`src/rtl/mc_datapath_regs.sv`:
```
// Register stage of the multi-cycle MIPS datapath: PC, IR, MDR, A, B, ALUOut
// plus the operand, memory-address and register-file write muxes around them.
module mc_datapath_regs #(
  parameter logic [31:0] RESET_PC  = 32'h0000_0000,
  parameter logic [31:0] NOP_INSTR = 32'h0000_0000
) (
  input  logic        clk,
  input  logic        reset,
  input  logic        IorD,
  input  logic        MemWrite,
  input  logic        IRWrite,
  input  logic        PCWrite,
  input  logic        Branch,
  input  logic [1:0]  PCSrc,
  input  logic        ALUSrcA,
  input  logic [1:0]  ALUSrcB,
  input  logic [1:0]  Mem2Reg,
  input  logic [1:0]  RegDst,
  input  logic [31:0] mem_rdata,
  input  logic [31:0] alu_result,
  input  logic        zero,
  input  logic [31:0] rf_rd1,
  input  logic [31:0] rf_rd2,
  output logic [31:0] pc,
  output logic [31:0] mem_addr,
  output logic [31:0] mem_wdata,
  output logic        mem_we,
  output logic [31:0] instr,
  output logic [5:0]  Opcode,
  output logic [5:0]  Funct,
  output logic [4:0]  rf_ra1,
  output logic [4:0]  rf_ra2,
  output logic [4:0]  rf_wa,
  output logic [31:0] rf_wd,
  output logic [31:0] srca,
  output logic [31:0] srcb
);

  logic [31:0] pc_q, instr_q, mdr_q, a_q, b_q, alu_out_q;
  logic [31:0] next_pc;
  logic [31:0] signimm, signimm_sl2;
  logic        pc_en;

  // A taken branch needs the ALU zero flag; an unconditional write ignores it.
  assign pc_en = PCWrite | (Branch & zero);

  assign signimm     = {{16{instr_q[15]}}, instr_q[15:0]};
  assign signimm_sl2 = {signimm[29:0], 2'b00};

  // Next-PC select.
  always_comb begin
    next_pc = alu_result;
    unique case (PCSrc)
      2'b00: next_pc = alu_result;
      2'b01: next_pc = alu_out_q;
      2'b10: next_pc = {pc_q[31:28], instr_q[25:0], 2'b00};
      2'b11: next_pc = a_q;
      default: next_pc = alu_result;
    endcase
  end

  // Architectural and holding registers; reset overrides every enable.
  always_ff @(posedge clk) begin
    if (reset) begin
      pc_q      <= RESET_PC;
      instr_q   <= NOP_INSTR;
      mdr_q     <= 32'h0;
      a_q       <= 32'h0;
      b_q       <= 32'h0;
      alu_out_q <= 32'h0;
    end else begin
      if (pc_en)   pc_q    <= next_pc;
      if (IRWrite) instr_q <= mem_rdata;
      mdr_q     <= mem_rdata;
      a_q       <= rf_rd1;
      b_q       <= rf_rd2;
      alu_out_q <= alu_result;
    end
  end

  // ALU operand B select.
  always_comb begin
    srcb = b_q;
    unique case (ALUSrcB)
      2'b00: srcb = b_q;
      2'b01: srcb = 32'd4;
      2'b10: srcb = signimm;
      2'b11: srcb = signimm_sl2;
      default: srcb = b_q;
    endcase
  end

  // Register-file write address and data selects.
  always_comb begin
    rf_wa = instr_q[20:16];
    rf_wd = alu_out_q;
    unique case (RegDst)
      2'd0: rf_wa = instr_q[20:16];
      2'd1: rf_wa = instr_q[15:11];
      2'd2: rf_wa = 5'd31;
      2'd3: rf_wa = 5'd0;
      default: rf_wa = instr_q[20:16];
    endcase
    // For jal, pc already holds PC+4 from the fetch state.
    unique case (Mem2Reg)
      2'd0: rf_wd = alu_out_q;
      2'd1: rf_wd = mdr_q;
      2'd2: rf_wd = pc_q;
      2'd3: rf_wd = 32'h0;
      default: rf_wd = alu_out_q;
    endcase
  end

  assign pc        = pc_q;
  assign instr     = instr_q;
  assign mem_addr  = IorD ? alu_out_q : pc_q;
  assign mem_wdata = b_q;
  assign mem_we    = MemWrite;
  assign srca      = ALUSrcA ? a_q : pc_q;
  assign Opcode    = instr_q[31:26];
  assign Funct     = instr_q[5:0];
  assign rf_ra1    = instr_q[25:21];
  assign rf_ra2    = instr_q[20:16];

endmodule

```
`config.mk`:
```
export PLATFORM = sky130hd
export DESIGN_NAME = mc_datapath_regs
export DESIGN_NICKNAME = d
export VERILOG_FILES = /design/src/rtl/mc_datapath_regs.sv
export SDC_FILE = /design/constraint.sdc
export NUM_CORES = 1
export LEC_CHECK = 0
export BUFFER_PORTS_ARGS = -buffer_cell sky130_fd_sc_hd__buf_4
export CORE_AREA = 2 2 154 156
export CTS_CLUSTER_DIAMETER = 40
export DETAILED_ROUTE_END_ITERATION = 12
export DIE_AREA = 0 0 156 158
export PLACE_DENSITY = 0.68
export REMOVE_ABC_BUFFERS = 1
export SLEW_MARGIN = 25
export SYNTH_ARGS = -nofsm -noshare
export SYNTH_HDL_FRONTEND = slang
export SYNTH_SLANG_ARGS = --single-unit
export TNS_END_PERCENT = 5
```
`constraint.sdc`:
```
create_clock -name clk -period 1.3 [get_ports clk]
set_input_delay 0.26 -clock clk [delete_from_list [all_inputs] [get_ports clk]]
set_output_delay 0.26 -clock clk [all_outputs]
set_load 0.005 [all_outputs]
```
==> metrics.csv, run 1 <==
stage,metric,value,unit
outcome,run status,"complete, but fails checks",
outcome,failing checks,negative setup slack,
setup_path,flop-to-flop setup slack,0.05,ns
route,violation count after the first detailed-routing iteration,307,
min_path,worst min-delay path class,in2reg,
setup_path,CP required,1.04,ns
timing,final setup vio count,137,
floorplanning,Die Outline Area,24600,µm²
route,Antenna Violating Nets Remaining,0,
route,number of remaining DRC errors,0,
synthesis,Seq cells post-synth,192,
placement,final HPWL from detailed placement,22.3,mm
timing,Worst-Margin Slew,0.888,ns
floorplanning,Die Span X,156,µm
power_and_ir_drop,power density over cell area,1140,nW/µm²
timing,Final Worst Setup Slack,-0.311,ns
timing,smallest hold slack,0.0293,ns
run,Max Cap Violations,0,
placement,dpl cell area,12000,µm²
route,Post-Route WL,29.6,mm
setup_path,maximum single-stage delay on the critical path,0.33,ns
route,average detailed-routed wire length per instance,19.9,µm
route,total via count in the routed design,7521,
setup_path,"Slowest-stage cell, CP",dfxtp_2,
setup_path,endpoint type of the worst setup path,output port,
grt,pin count of the biggest net entering global routing,52,
floorplanning,number of I/O pins,397,
timing,Fin Setup TNS,-19.63,ns
synthesis,number of instances in the synthesized netlist,799,
synthesis,post-synth cell types,27,
power_and_ir_drop,leakage power,6.17,nW
clocking,Sink Count,192,
grt,wire length of the first global-routing pass,43.0,mm
grt,antenna violations before repair,0,
clocking,number of buffers between clock root and the deepest sink,2,
floorplanning,total core area,23100,µm²
grt,total global routing track utilization,23.0,%
layout,fraction of final layout cells with drive strength greater than 1,55.7,%
floorplanning,effective utilization at floorplan,36.5,%
layout,net count of the finished layout,1334,
timing,number of slew-limit violations in the final report,0,
setup_path,kind of start point of the critical path,flip-flop,
layout,most common library cell in the layout ignoring fill and taps,buf_4,
grt,total overflow reported by the global router,0,
clocking,clk slew on worst S/H paths,0.08,ns
layout,most frequent cells in the layout,"buf_4, nor2b_1, dfxtp_1",
power_and_ir_drop,maximum resistive drop on vdd,0.000727,V
clocking,Inserted Clock Buffers,17,
clocking,Clk Tree Root Cell,clkbuf_16,
floorplanning,total number of placement rows,56,
setup_path,cell breakdown of the critical path,and2_4 > buf_12 > a21o_1 > buf_6,
timing,minimum clock period after layout,1.61,ns
route,number of vias per cell,5.04,
layout,Util after Layout,56.8,%
layout,number of inserted diodes,0,
grt,number of global-route vias before repair,7309,
layout,cell area after layout,13100,µm²
synthesis,Syn Std Cell Area,8420,µm²
clocking,H-tree lvl count,4,
synthesis,number of warnings printed during yosys synthesis,0,
timing,worst relative slew slack,40.7,%
floorplanning,vertical die dimension,158,µm
layout,final-layout fill cell count,2057,
timing,setup repair after global routing missed its margin,true,
placement,final estimated routing congestion in global placement,0.840,
placement,Port Buffers,394,
timing,Peak Freq,621,MHz
route,TritonRoute pass-1 iters,5,
synthesis,Avg Inst Size Synth,10.5,µm²
timing,Worst Skew,0.0108,ns
clocking,clock network latency to the later pin of the worst-skew pair,0.43,ns
setup_path,arrival time at the worst endpoint,1.35,ns
timing,period utilisation layout,124,%
timing,final number of hold-violating endpoints,0,
setup_path,Worst Setup Path Type,reg2out,
setup_path,Max Fanout on Critical Path,15,
clocking,clock tree from TritonCTS,built,
synthesis,share of the yosys chip area belonging to registers,45.7,%
layout,area added between synthesis and finish,55.6,%
[power breakdown]
group,internal [W],switching [W]
Sequential,0.00623,0.000309
Combinational,0.00178,0.00114
Clock,0.00291,0.00250
Total,0.0109,0.00396
[critical path: cells and delay by family, from the launching register on]
| kind | cells | cell delay, ns |
|---|---|---|
| DFF | 1 | 0.33 |
| buffers and inverters | 2 | 0.26 |
| AOI/OAI and AO/OA | 1 | 0.18 |
| and+or+nand+nor | 1 | 0.15 |
[Yosys cell counts]
| cell type | number | share of area (%) |
|---|---|---|
| nor2_2 | 1 | 0.074 |
| mux2_1 | 4 | 0.54 |
| a211oi_1 | 1 | 0.089 |
| mux2_2 | 62 | 8.3 |
| a21oi_1 | 8 | 0.48 |
| nand2_1 | 51 | 2.3 |
| a22o_1 | 26 | 2.7 |
| buf_1 | 1 | 0.045 |
| inv_1 | 4 | 0.18 |
| buf_2 | 27 | 1.6 |
| clkbuf_2 | 1 | 0.059 |
| buf_6 | 1 | 0.13 |
| o21ai_0 | 53 | 3.2 |
| nor3_1 | 4 | 0.24 |
| dfxtp_1 | 192 | 46 |
| mux4_2 | 26 | 7.0 |
| nor2b_1 | 130 | 9.7 |
| nor2_1 | 44 | 2.0 |
| mux2i_1 | 82 | 9.8 |
| buf_4 | 24 | 2.1 |
| clkbuf_1 | 30 | 1.3 |
| buf_8 | 1 | 0.18 |
| and2_1 | 3 | 0.22 |
| a21oi_2 | 1 | 0.10 |
| o221a_2 | 4 | 0.54 |
| a21o_1 | 16 | 1.4 |
| a221oi_1 | 2 | 0.21 |
[per-stage QoR]
step | setup slack (ns) | total power (W) | cells
6_report | -0.311 | 0.0149 | 1492
5_1_grt | -0.358 | 0.0155 | 1492
4_1_cts | -0.335 | 0.0149 | 1492
3_5_place_dp | -0.149 | 0.00941 | 1455
3_3_place_gp | -0.141 | 0.00938 | 1455
2_1_floorplan | -0.501 | 0.00746 | 714
[flip-flops by register name (all words and copies together), names as in the netlist]
signal	cells
mdr_q	32
instr	32
a_q	32
pc	32
mem_wdata	32
alu_out_q	32
[timing repair]
action,CTS,global route
hold buffers,0,0
pin swaps,2,1
gates cloned,0,0
setup endpoints to repair,168,152
setup buffers,5,0
gates resized for setup,186,43
[kinds of logic (layout without fill, tap and decap cells)]
logic type             Yosys count  in the layout  synth area share (%)
muxes                          174            174                  25.5
and+or+nand+nor                233            233                  14.4
DFF                            192            192                  45.7
AOI/OAI and AO/OA              111            111                  8.70
buffers and inverters           89            492                  5.68
[area by class of cell]
class	count	area (µm²)	area share, %
inverter	4	15.0	0.115
tap	290	363	2.77
clock buffer	18	429	3.28
timing repair buffer	456	3940	30.1
multi-input combinational	518	4190	32.0
sequential	192	3990	30.5
clock inverter	14	169	1.29
[layer usage]
layer / share of wire (%) / wire, µm / vias to the layer above / global-route usage [%]
met4: 2.5 / 736 / 0 / 7.47
met3: 7.9 / 2350 / 45 / 6.93
met2: 50 / 14800 / 329 / 40.2
li1: - / - / 3537 / -
met1: 39 / 11700 / 3610 / 27.0
met5: 0 / 0 / - / 0
[worst paths after layout]
kind / start / endpoint / depth (start not counted)
setup / recovery: instr[15] / srcb[29] / 4
hold / removal: rf_rd2[17] / mem_wdata[17] / 2
setup reg to reg: instr[12] / pc[14] / 3
hold reg to reg: pc[4] / pc[4] / 1
No activity file was read; power rests on OpenSTA's default activity.
==> run 2, diff against run 1 <==
Settings changed: CELL_PAD_IN_SITES_DETAIL_PLACEMENT from default to 1, CELL_PAD_IN_SITES_GLOBAL_PLACEMENT from default to 1, CORE_AREA 2 2 154 156 to default, CORE_MARGIN from default to 1.5, CORE_UTILIZATION from default to 31, DIE_AREA 0 0 156 158 to default, PLACE_DENSITY 0.68 to default, PLACE_DENSITY_LB_ADDON from default to 0.1.
==> metrics.csv, run 2 (synthesized netlist as in run 1, its figures left out) <==
stage,metric,value,unit,change
outcome,run status,"complete, but fails checks",,
outcome,failing checks,negative setup slack,,
grt,total global routing track utilization,22.7,%,-0.35 points
power_and_ir_drop,maximum resistive drop on vdd,0.000557,V,-23%
timing,final setup vio count,137,,unchanged
grt,total overflow reported by the global router,0,,unchanged
timing,worst relative slew slack,41.5,%,+0.81 points
layout,number of inserted diodes,0,,unchanged
grt,pin count of the biggest net entering global routing,71,,+37%
timing,minimum clock period after layout,1.63,ns,+0.0211 ns
clocking,Sink Count,192,,unchanged
setup_path,endpoint type of the worst setup path,output port,,
layout,most frequent cells in the layout,"buf_4, nor2b_1, dfxtp_1",,
route,TritonRoute pass-1 iters,4,,-1
layout,net count of the finished layout,1340,,+0.45%
route,number of vias per cell,4.84,,-4.0%
clocking,CTS Hold Buffers Added,0,,unchanged
setup_path,CP required,1.04,ns,about the same
floorplanning,Die Outline Area,28200,µm²,+14%
floorplanning,number of I/O pins,397,,unchanged
setup_path,Max Fanout on Critical Path,10,,-5
placement,final estimated routing congestion in global placement,0.791,,-5.8%
placement,final HPWL from detailed placement,24.8,mm,+11%
floorplanning,effective utilization at floorplan,31.4,%,-5.1 points
layout,post-route non-filler standard cell count,1549,,+3.8%
setup_path,cell breakdown of the critical path,and2_4 > buf_12 > a21o_1 > buf_6,,
timing,Worst-Margin Slew,0.876,ns,-0.0121 ns
route,total via count in the routed design,7494,,-0.36%
clocking,clk slew on worst S/H paths,0.08,ns,about the same
setup_path,kind of start point of the critical path,flip-flop,,
clocking,clock tree from TritonCTS,built,,
setup_path,maximum single-stage delay on the critical path,0.36,ns,+0.03 ns
layout,final-layout fill cell count,2973,,+45%
clocking,clock network latency to the later pin of the worst-skew pair,0.43,ns,about the same
power_and_ir_drop,power density over cell area,1110,nW/µm²,-1.9%
layout,fraction of final layout cells with drive strength greater than 1,55.3,%,-0.36 points
route,average detailed-routed wire length per instance,20.9,µm,+5.1%
clocking,number of buffers between clock root and the deepest sink,2,,unchanged
route,violation count after the first detailed-routing iteration,250,,-19%
timing,period utilisation layout,126,%,+1.6 points
timing,final number of hold-violating endpoints,0,,unchanged
grt,number of global-route vias before repair,8005,,+9.5%
min_path,worst min-delay path class,in2reg,,
floorplanning,Die Span X,168,µm,+7.6%
timing,setup repair after global routing missed its margin,true,,
clocking,Inserted Clock Buffers,17,,unchanged
clocking,Clk Tree Root Cell,clkbuf_16,,
setup_path,"Slowest-stage cell, CP",dfxtp_4,,
run,Max Cap Violations,0,,unchanged
power_and_ir_drop,leakage power,6.16,nW,-0.25%
floorplanning,total number of placement rows,60,,+7.1%
floorplanning,total core area,26800,µm²,+16%
placement,Inst Count DP,1517,,+4.3%
grt,wire length of the first global-routing pass,48.0,mm,+12%
route,number of remaining DRC errors,0,,unchanged
timing,Peak Freq,613,MHz,-1.3%
route,Antenna Violating Nets Remaining,0,,unchanged
layout,most common library cell in the layout ignoring fill and taps,buf_4,,
timing,Fin Setup TNS,-20.41,ns,-0.778 ns
timing,Final Worst Setup Slack,-0.332,ns,-0.0211 ns
setup_path,Worst Setup Path Type,reg2out,,
floorplanning,vertical die dimension,168,µm,+6.2%
grt,antenna violations before repair,1,,+1
timing,Worst Skew,0.0112,ns,+0.000403 ns
route,Post-Route WL,32.3,mm,+9.2%
clocking,H-tree lvl count,4,,unchanged
setup_path,arrival time at the worst endpoint,1.37,ns,+0.02 ns
placement,Port Buffers,394,,unchanged
timing,number of slew-limit violations in the final report,0,,unchanged
placement,Setup Slack @ Placement,-0.206,ns,-0.0566 ns
layout,area added between synthesis and finish,55.4,%,
==> run 2: layout make-up <==
cell class / instances / area (µm²) / share of cell area (%)
multi-input cells: 518 / 4200 / 32.1
flip-flops and latches: 192 / 3990 / 30.5
repair buffers: 462 / 3890 / 29.7
clock buffers: 18 / 439 / 3.36
well taps: 341 / 427 / 3.26
clock inverters: 14 / 126 / 0.966
inverters: 4 / 15.0 / 0.115
==> run 2: path summary, 6_finish.rpt <==
kind	start	endpoint	slack, ns	cells after the start
worst max-delay path	instr[15]	srcb[26]	-0.33	4
worst min-delay path	rf_rd2[21]	mem_wdata[21]	0.04	2
worst max register to register	instr[15]	pc[17]	0.02	3
worst min register to register	pc[22]	pc[22]	0.52	1
==> run 2: layer usage <==
metal / global-route usage, % / vias to the layer above / wire, µm
li1: - / 3526 / -
met1: 25.7 / 3652 / 12800
met2: 41.4 / 278 / 16800
met3: 6.18 / 36 / 2120
met4: 6.42 / 2 / 622
met5: 0 / - / 13
==> run 2: where the power goes <==
group          switching [W]  internal (W)
clock                0.00254       0.00259
combinational        0.00115       0.00176
sequential          0.000313       0.00622
total                0.00401        0.0106
==> run 2: per-stage QoR <==
step	area, µm²	hold slack, ns	utilization (%)	power [W]
floorplan	7960	0.332	-	0.00746
global placement	12100	0.468	45.1	0.00943
detailed placement	12100	0.477	45.1	0.00947
CTS	13000	0.0144	48.5	0.0148
global route	13100	0.0186	48.8	0.0153
finish	13100	0.0357	48.8	0.0146
==> run 2: worst max-delay path: cells and delay by family (launching register included) <==
| kind | cells | cell delay (ns) |
|---|---|---|
| AOI/OAI and AO/OA | 1 | 0.16 |
| and+or+nand+nor | 1 | 0.16 |
| DFF | 1 | 0.36 |
| buffers and inverters | 2 | 0.25 |
==> run 2: timing repair <==
| item | 4_1_cts | 5_1_grt |
|---|---|---|
| gates resized for setup | 171 | 41 |
| endpoints found under the setup margin | 166 | 147 |
| buffers inserted | 0 | 0 |
| gates cloned | 0 | 0 |
| pin swaps | 2 | 0 |
